$ cat src/rtl/seq_gen.sv
// seq_gen: replays a fixed 1-bit character pattern, one character per clock cycle.
module seq_gen #(
  parameter int LEN = 4,
  parameter logic [8*LEN-1:0] PATTERN = "-___",
  parameter bit LOOP = 1'b0
) (
  input  logic                       clock,
  input  logic                       reset,
  output logic                       out,
  output logic                       done,
  output logic [$clog2(LEN+1)-1:0]   index
);
  localparam int W = $clog2(LEN+1);
  localparam logic [W-1:0] LAST = W'(LEN-1);
  localparam logic [W-1:0] TERM = W'(LEN);
  logic [2**W-1:0] bits;
  if (LEN < 1) begin : g_bad_len
    $error("seq_gen: LEN must be at least 1");
  end
  // Pattern decode is resolved at elaboration; unused and terminal slots read low.
  for (genvar i = 0; i < 2**W; i++) begin : g_dec
    if (i < LEN) begin : g_c
      localparam logic [7:0] C = PATTERN[8*(LEN-i)-1 -: 8];
      assign bits[i] = (C == 8'h2d) || (C == 8'h31);
    end else begin : g_z
      assign bits[i] = 1'b0;
    end
  end
  always_ff @(posedge clock or posedge reset)
    if (reset) index <= '0;
    else if (index < LAST) index <= index + W'(1);
    else if (index == LAST) index <= LOOP ? '0 : TERM;
  assign out  = bits[index];
  assign done = !LOOP && (index == TERM);
endmodule

$ cat config.mk
export PLATFORM = sky130hd
export DESIGN_NAME = seq_gen
export DESIGN_NICKNAME = d
export VERILOG_FILES = /design/src/rtl/seq_gen.sv
export SDC_FILE = /design/constraint.sdc
export NUM_CORES = 1
export LEC_CHECK = 0
export ABC_AREA = 1
export CAP_MARGIN = 20
export CORE_AREA = 2 2 39 41
export DETAILED_ROUTE_END_ITERATION = 8
export DIE_AREA = 0 0 41 43
export PLACE_DENSITY = 0.45
export SETUP_SLACK_MARGIN = 0.5
export SLEW_MARGIN = 20
export SYNTH_ARGS = -nofsm -noshare
export SYNTH_HDL_FRONTEND = slang
export SYNTH_SLANG_ARGS = --single-unit
$ cat constraint.sdc
create_clock -name clock -period 1.4 [get_ports clock]
set_input_delay 0.42 -clock clock [delete_from_list [all_inputs] [get_ports clock]]
set_output_delay 0.42 -clock clock [all_outputs]
set_load 0.01 [all_outputs]
======== Word level (Yosys, flattened, before mapping) ========
Memory sizes are Yosys's and may differ from the RTL's.
Cells that the tools add are included.
word-level totals
  flip-flop bits (word level) ............. 3
  bits in read-only memories .............. 8
  input bits .............................. 2
  output and inout bits ................... 5
  word-level logic and storage cells ...... 11
  memories kept ........................... 1
cells by class
  add/subtract/negate cells ............... 1
  order comparisons ....................... 2
  equal/unequal tests ..................... 2
  muxes and demuxes ....................... 3
  reduce and logical (&&, ||, !) cells .... 1
memories
  name              depth  width  rd ports  clocked after Yosys merged registers in  wr ports  line  text
  (name not given)  8      1      1         0                                        0         33    assign out = bits[index];
operator list
  cell                                                                           number
  3-bit 2-to-1 mux                                                               2
  3-bit by 4-bit less-than comparator with 1-bit output (second input constant)  1
  3-bit by 1-bit adder with 3-bit output (second input constant)                 1
  3-bit by 2-bit equality test with 1-bit output (second input constant)         1
  3-bit equality test (second input constant)                                    1
  3-bit by 2-bit less-than comparator with 1-bit output (second input constant)  1
  2-bit nonzero test                                                             1
  1-bit 2-to-1 mux                                                               1

======== Logic depth before layout (Yosys ltp) ========
Gate-level depths: netlist of the first run.
  depth in word-level cells ............... 3
  mapped depth ............................ 5
  gate-level depth less buffers ........... 5

======== Least setup slack after synthesis of the first run ========
Ideal clock, no wire load.
  kind .................................... flip-flop to output port
  from .................................... register index[0]
  to ...................................... output out
  data arrival time ....................... 0.863 ns
  required time ........................... 0.980 ns
  slack ................................... 0.117 ns
  stages on the path, launching flop included .. 5
  buffers on the path ..................... 0
  cells stage by stage .................... dfrtp_1 inv_1 ha_1 inv_1 nor2_1
between the ends
  cells in the longest elaborated chain, start to end .. 2
RTL lines
  element                                 line  text
  from (decl)                             11    output logic [$clog2(LEN+1)-1:0] index
  from (signal assigned)                  31    else if (index < LAST) index <= index + W'(1);
  from (signal assigned)                  32    else if (index == LAST) index <= LOOP ? '0 : TERM;
  memory 8 x 1 bit                        n/a
  1-bit 2-to-1 mux (implied by the code)  33
  to (decl)                               9     output logic out,
No other way between the ends. The select of a mux whose other input is x is not followed.

======== Worst setup path after layout of the first run ========
Same ends and word-level chain as after synthesis.

==> flow_metrics.py, run 1 <==
metrics = {
    "floorplanning": {
        "rows": 14,
        "dieArea_mm2": 0.00176,
        "top_level_ports": 7,
        "fp.dieW_um": 41,
        "initial_utilization_pct": 14.4,
        "coreArea_mm2": 0.00138,
        "die_height_um": 43,
    },
    "yosys": {
        "async_flop_share_pct": 100,
        "synth_nets": 32,
        "synth_area_um2": 199,
        "synth_area_leaders": "dfrtp_1 38%, ha_1 19%, inv_1 13%",
        "synth-main-ff-cell": "dfrtp_1",
        "ys_ff_latch": 3,
        "synth_edf_count": 0,
        "synth_top_cell_area_share_pct": 37.7,
        "seq_area_frac_synth_pct": 37.7,
        "synthMostInstantiatedCell": "inv_1",
        "yosys_warnings": 0,
        "synth_top_cell_by_area": "dfrtp_1",
        "synth_cells": 27,
        "synth_cell_type_count": 9,
        "synthTopCellsByCount": "7 x inv_1, 5 x nand2_1",
        "postSynthAreaPerCell_um2": 7.37,
    },
    "placement": {
        "placed_cell_area_um2": 325,
        "routabilityCongestion": 0.617,
        "io_buffers": 6,
        "place_worst_setup_slack_ns": -0.276,
        "dp_hpwl_um": 317,
    },
    "pwr": {
        "ir_drop_mv": 0.297,
        "p_leak_nw": 0.179,
        "power.density_mw_per_mm2": 614,
        "report.power.total_w": 0.000243,
    },
    "sta": {
        "fin_ws_ns": -0.0616,
        "fin_crit_ns": 1.46,
        "fmax_ghz": 0.684,
        "slew_headroom_pct": 90.4,
        "hold_violations": 0,
        "rsz0062_at_grt": "yes",
        "hold_ws_ns": 0.351,
        "clock_skew_ns": 0.00176,
        "worst_pin_slew_ns": 0.143,
        "timing.final.crit_share_pct": 104,
        "finalMaxSlewViolations": 0,
        "setup_viol": 3,
    },
    "grt": {
        "grt.overflow.total": 0,
        "grt_start_max_net_pins": 5,
        "globalRouteTotalUtil_pct": 6.75,
        "grt_pass1_wl_um": 710,
        "antenna_found_initial": 0,
        "grt_pass1_vias": 193,
    },
    "critical_path": {
        "path_buf_inv": 3,
        "crit_family": "flip-flops",
        "cp_max_fo": 2,
        "crit_path_top_delay_cell": "dfrtp_2",
        "worstSetupEndpointType": "output port",
        "critical_path_required_ns": 0.98,
        "critPathLaunch": "index[0]",
        "crit_top_cell": "inv_2",
        "path_class": "reg2out",
        "cp_data_arrival_time_ns": 1.04,
        "crit_path_cell_trace": "inv_2 > ha_4 > inv_2 > nor2_2 > buf_2",
        "crit_path_max_incr_delay_ns": 0.40,
        "start_kind": "flip-flop",
        "worstRegToRegCells": 7,
        "rr_startpoint": "index[0]",
        "rr_endpoint": "index[2]",
        "reg2reg_slack_ns": 0.08,
    },
    "layout": {
        "drive_gt1_share_pct": 59.5,
        "antenna_cells": 0,
        "fill_cells": 160,
        "largest_reg_flops": 3,
        "areaGrowthSynthToFinish_pct": 98.7,
        "post-route-util_pct": 28.6,
        "top_register": "index",
        "stdcell_area_um2": 395,
        "reg_top3": "index: 3 flops",
        "fin_nets": 48,
    },
    "clocking": {
        "numCtsBuffers": 3,
        "clock_path_buffers": 2,
        "htree_levels": 1,
        "clkTransAtPathRegs_ns": 0.04,
        "cts.sinks": 3,
        "insertion_delay_ns": 0.23,
        "cts_hold_buf": 0,
        "cts_root_buf": "clkbuf_4",
        "cts_tree": "built",
    },
    "route": {
        "dr.pass1.iters": 4,
        "num_vias": 203,
        "wire_per_inst_um": 7.28,
        "wl_um": 422,
        "drtIter0Drc": 3,
        "route.detailed.drc": 0,
        "ant_nets": 0,
        "vias_per_cell": 3.50,
    },
    "job": {
        "drv_cap": 0,
    },
    "outcome": {
        "status": "complete, but fails checks",
        "violations": "setup timing",
    },
    "hold_path": {
        "hold_class": "in2async",
    },
}
kinds of logic after synthesis:
logic type / Yosys count / share of synthesized area (%)
adder cells (fa/ha/maj): 3 / 18.9
AND/OR/NAND/NOR: 13 / 28.3
buffers and inverters: 8 / 15.1
flip-flops: 3 / 37.7
cells in the final DEF, fill, tap and decap left out, drive strengths merged:
master and instances:
buf 9, clkbuf 4, clkdlybuf4s50 1, dfrtp 3, dlygate4sd2 1, ha 3
inv 8, nand2 6, nand3 3, nor2 3, nor3 1
metal layers:
| metal | global-route usage (%) | part of all wire (%) |
|---|---|---|
| met1 | 7.79 | 46 |
| met5 | 0 | 0 |
| met3 | 4.71 | 7.3 |
| met2 | 7.81 | 46 |
| met4 | 6.00 | 0 |
worst max path at each step:
stage	slack [ns]	endpoint	depth (start not counted)
3_5_place_dp	-0.28	out	5
3_3_place_gp	-0.28	out	5
4_1_cts	-0.07	out	5
6_report	-0.06	out	5
2_1_floorplan	0.15	out	4
5_1_grt	-0.13	done	5
timing repair:
item	4_1_cts	5_1_grt
setup buffers	2	0
resized for setup	27	2
endpoints found under the setup margin	8	8
pin swaps	5	0
report_power, final:
part           leakage (nW)    total, W  internal, W  switching (W)
registers            0.0350   0.0000872    0.0000872              0
clock network        0.0150    0.000151     0.000107      0.0000442
logic                 0.129  0.00000443   0.00000260     0.00000184
per-stage QoR:
stage,instances,TNS [ns]
2_1_floorplan,27,0
3_3_place_gp,52,-0.553
3_5_place_dp,52,-0.546
4_1_cts,58,-0.151
5_1_grt,58,-0.287
6_report,58,-0.134
layout make-up:
class / count / area [um^2] / area share (%)
Timing Repair Buffer: 11 / 96.3 / 24.4
Inverter: 8 / 32.5 / 8.23
Sequential cell: 3 / 76.3 / 19.3
Multi-Input combinational cell: 16 / 144 / 36.4
Clock buffer: 4 / 26.3 / 6.65
Tap cell: 16 / 20.0 / 5.06
Power figures use the tool's default switching activity.
==> run 2: changes to the inputs <==
--- a/config.mk
+++ b/config.mk
@@ -12,6 +12,7 @@
 export DIE_AREA = 0 0 41 43
 export PLACE_DENSITY = 0.45
 export SETUP_SLACK_MARGIN = 0.5
+export SKIP_LAST_GASP = 1
 export SLEW_MARGIN = 20
 export SYNTH_ARGS = -nofsm -noshare
 export SYNTH_HDL_FRONTEND = slang
==> results of run 2 <==
Same layout as run 1: the final DEF is identical, and so are final timing and power.
==> run 3: changes to the inputs <==
--- a/config.mk
+++ b/config.mk
@@ -6,7 +6,6 @@
 export NUM_CORES = 1
 export LEC_CHECK = 0
 export ABC_AREA = 1
-export CAP_MARGIN = 20
 export CORE_AREA = 2 2 39 41
 export DETAILED_ROUTE_END_ITERATION = 8
 export DIE_AREA = 0 0 41 43
==> results of run 3 <==
Same layout as run 1: the final DEF is identical, and so are final timing and power.
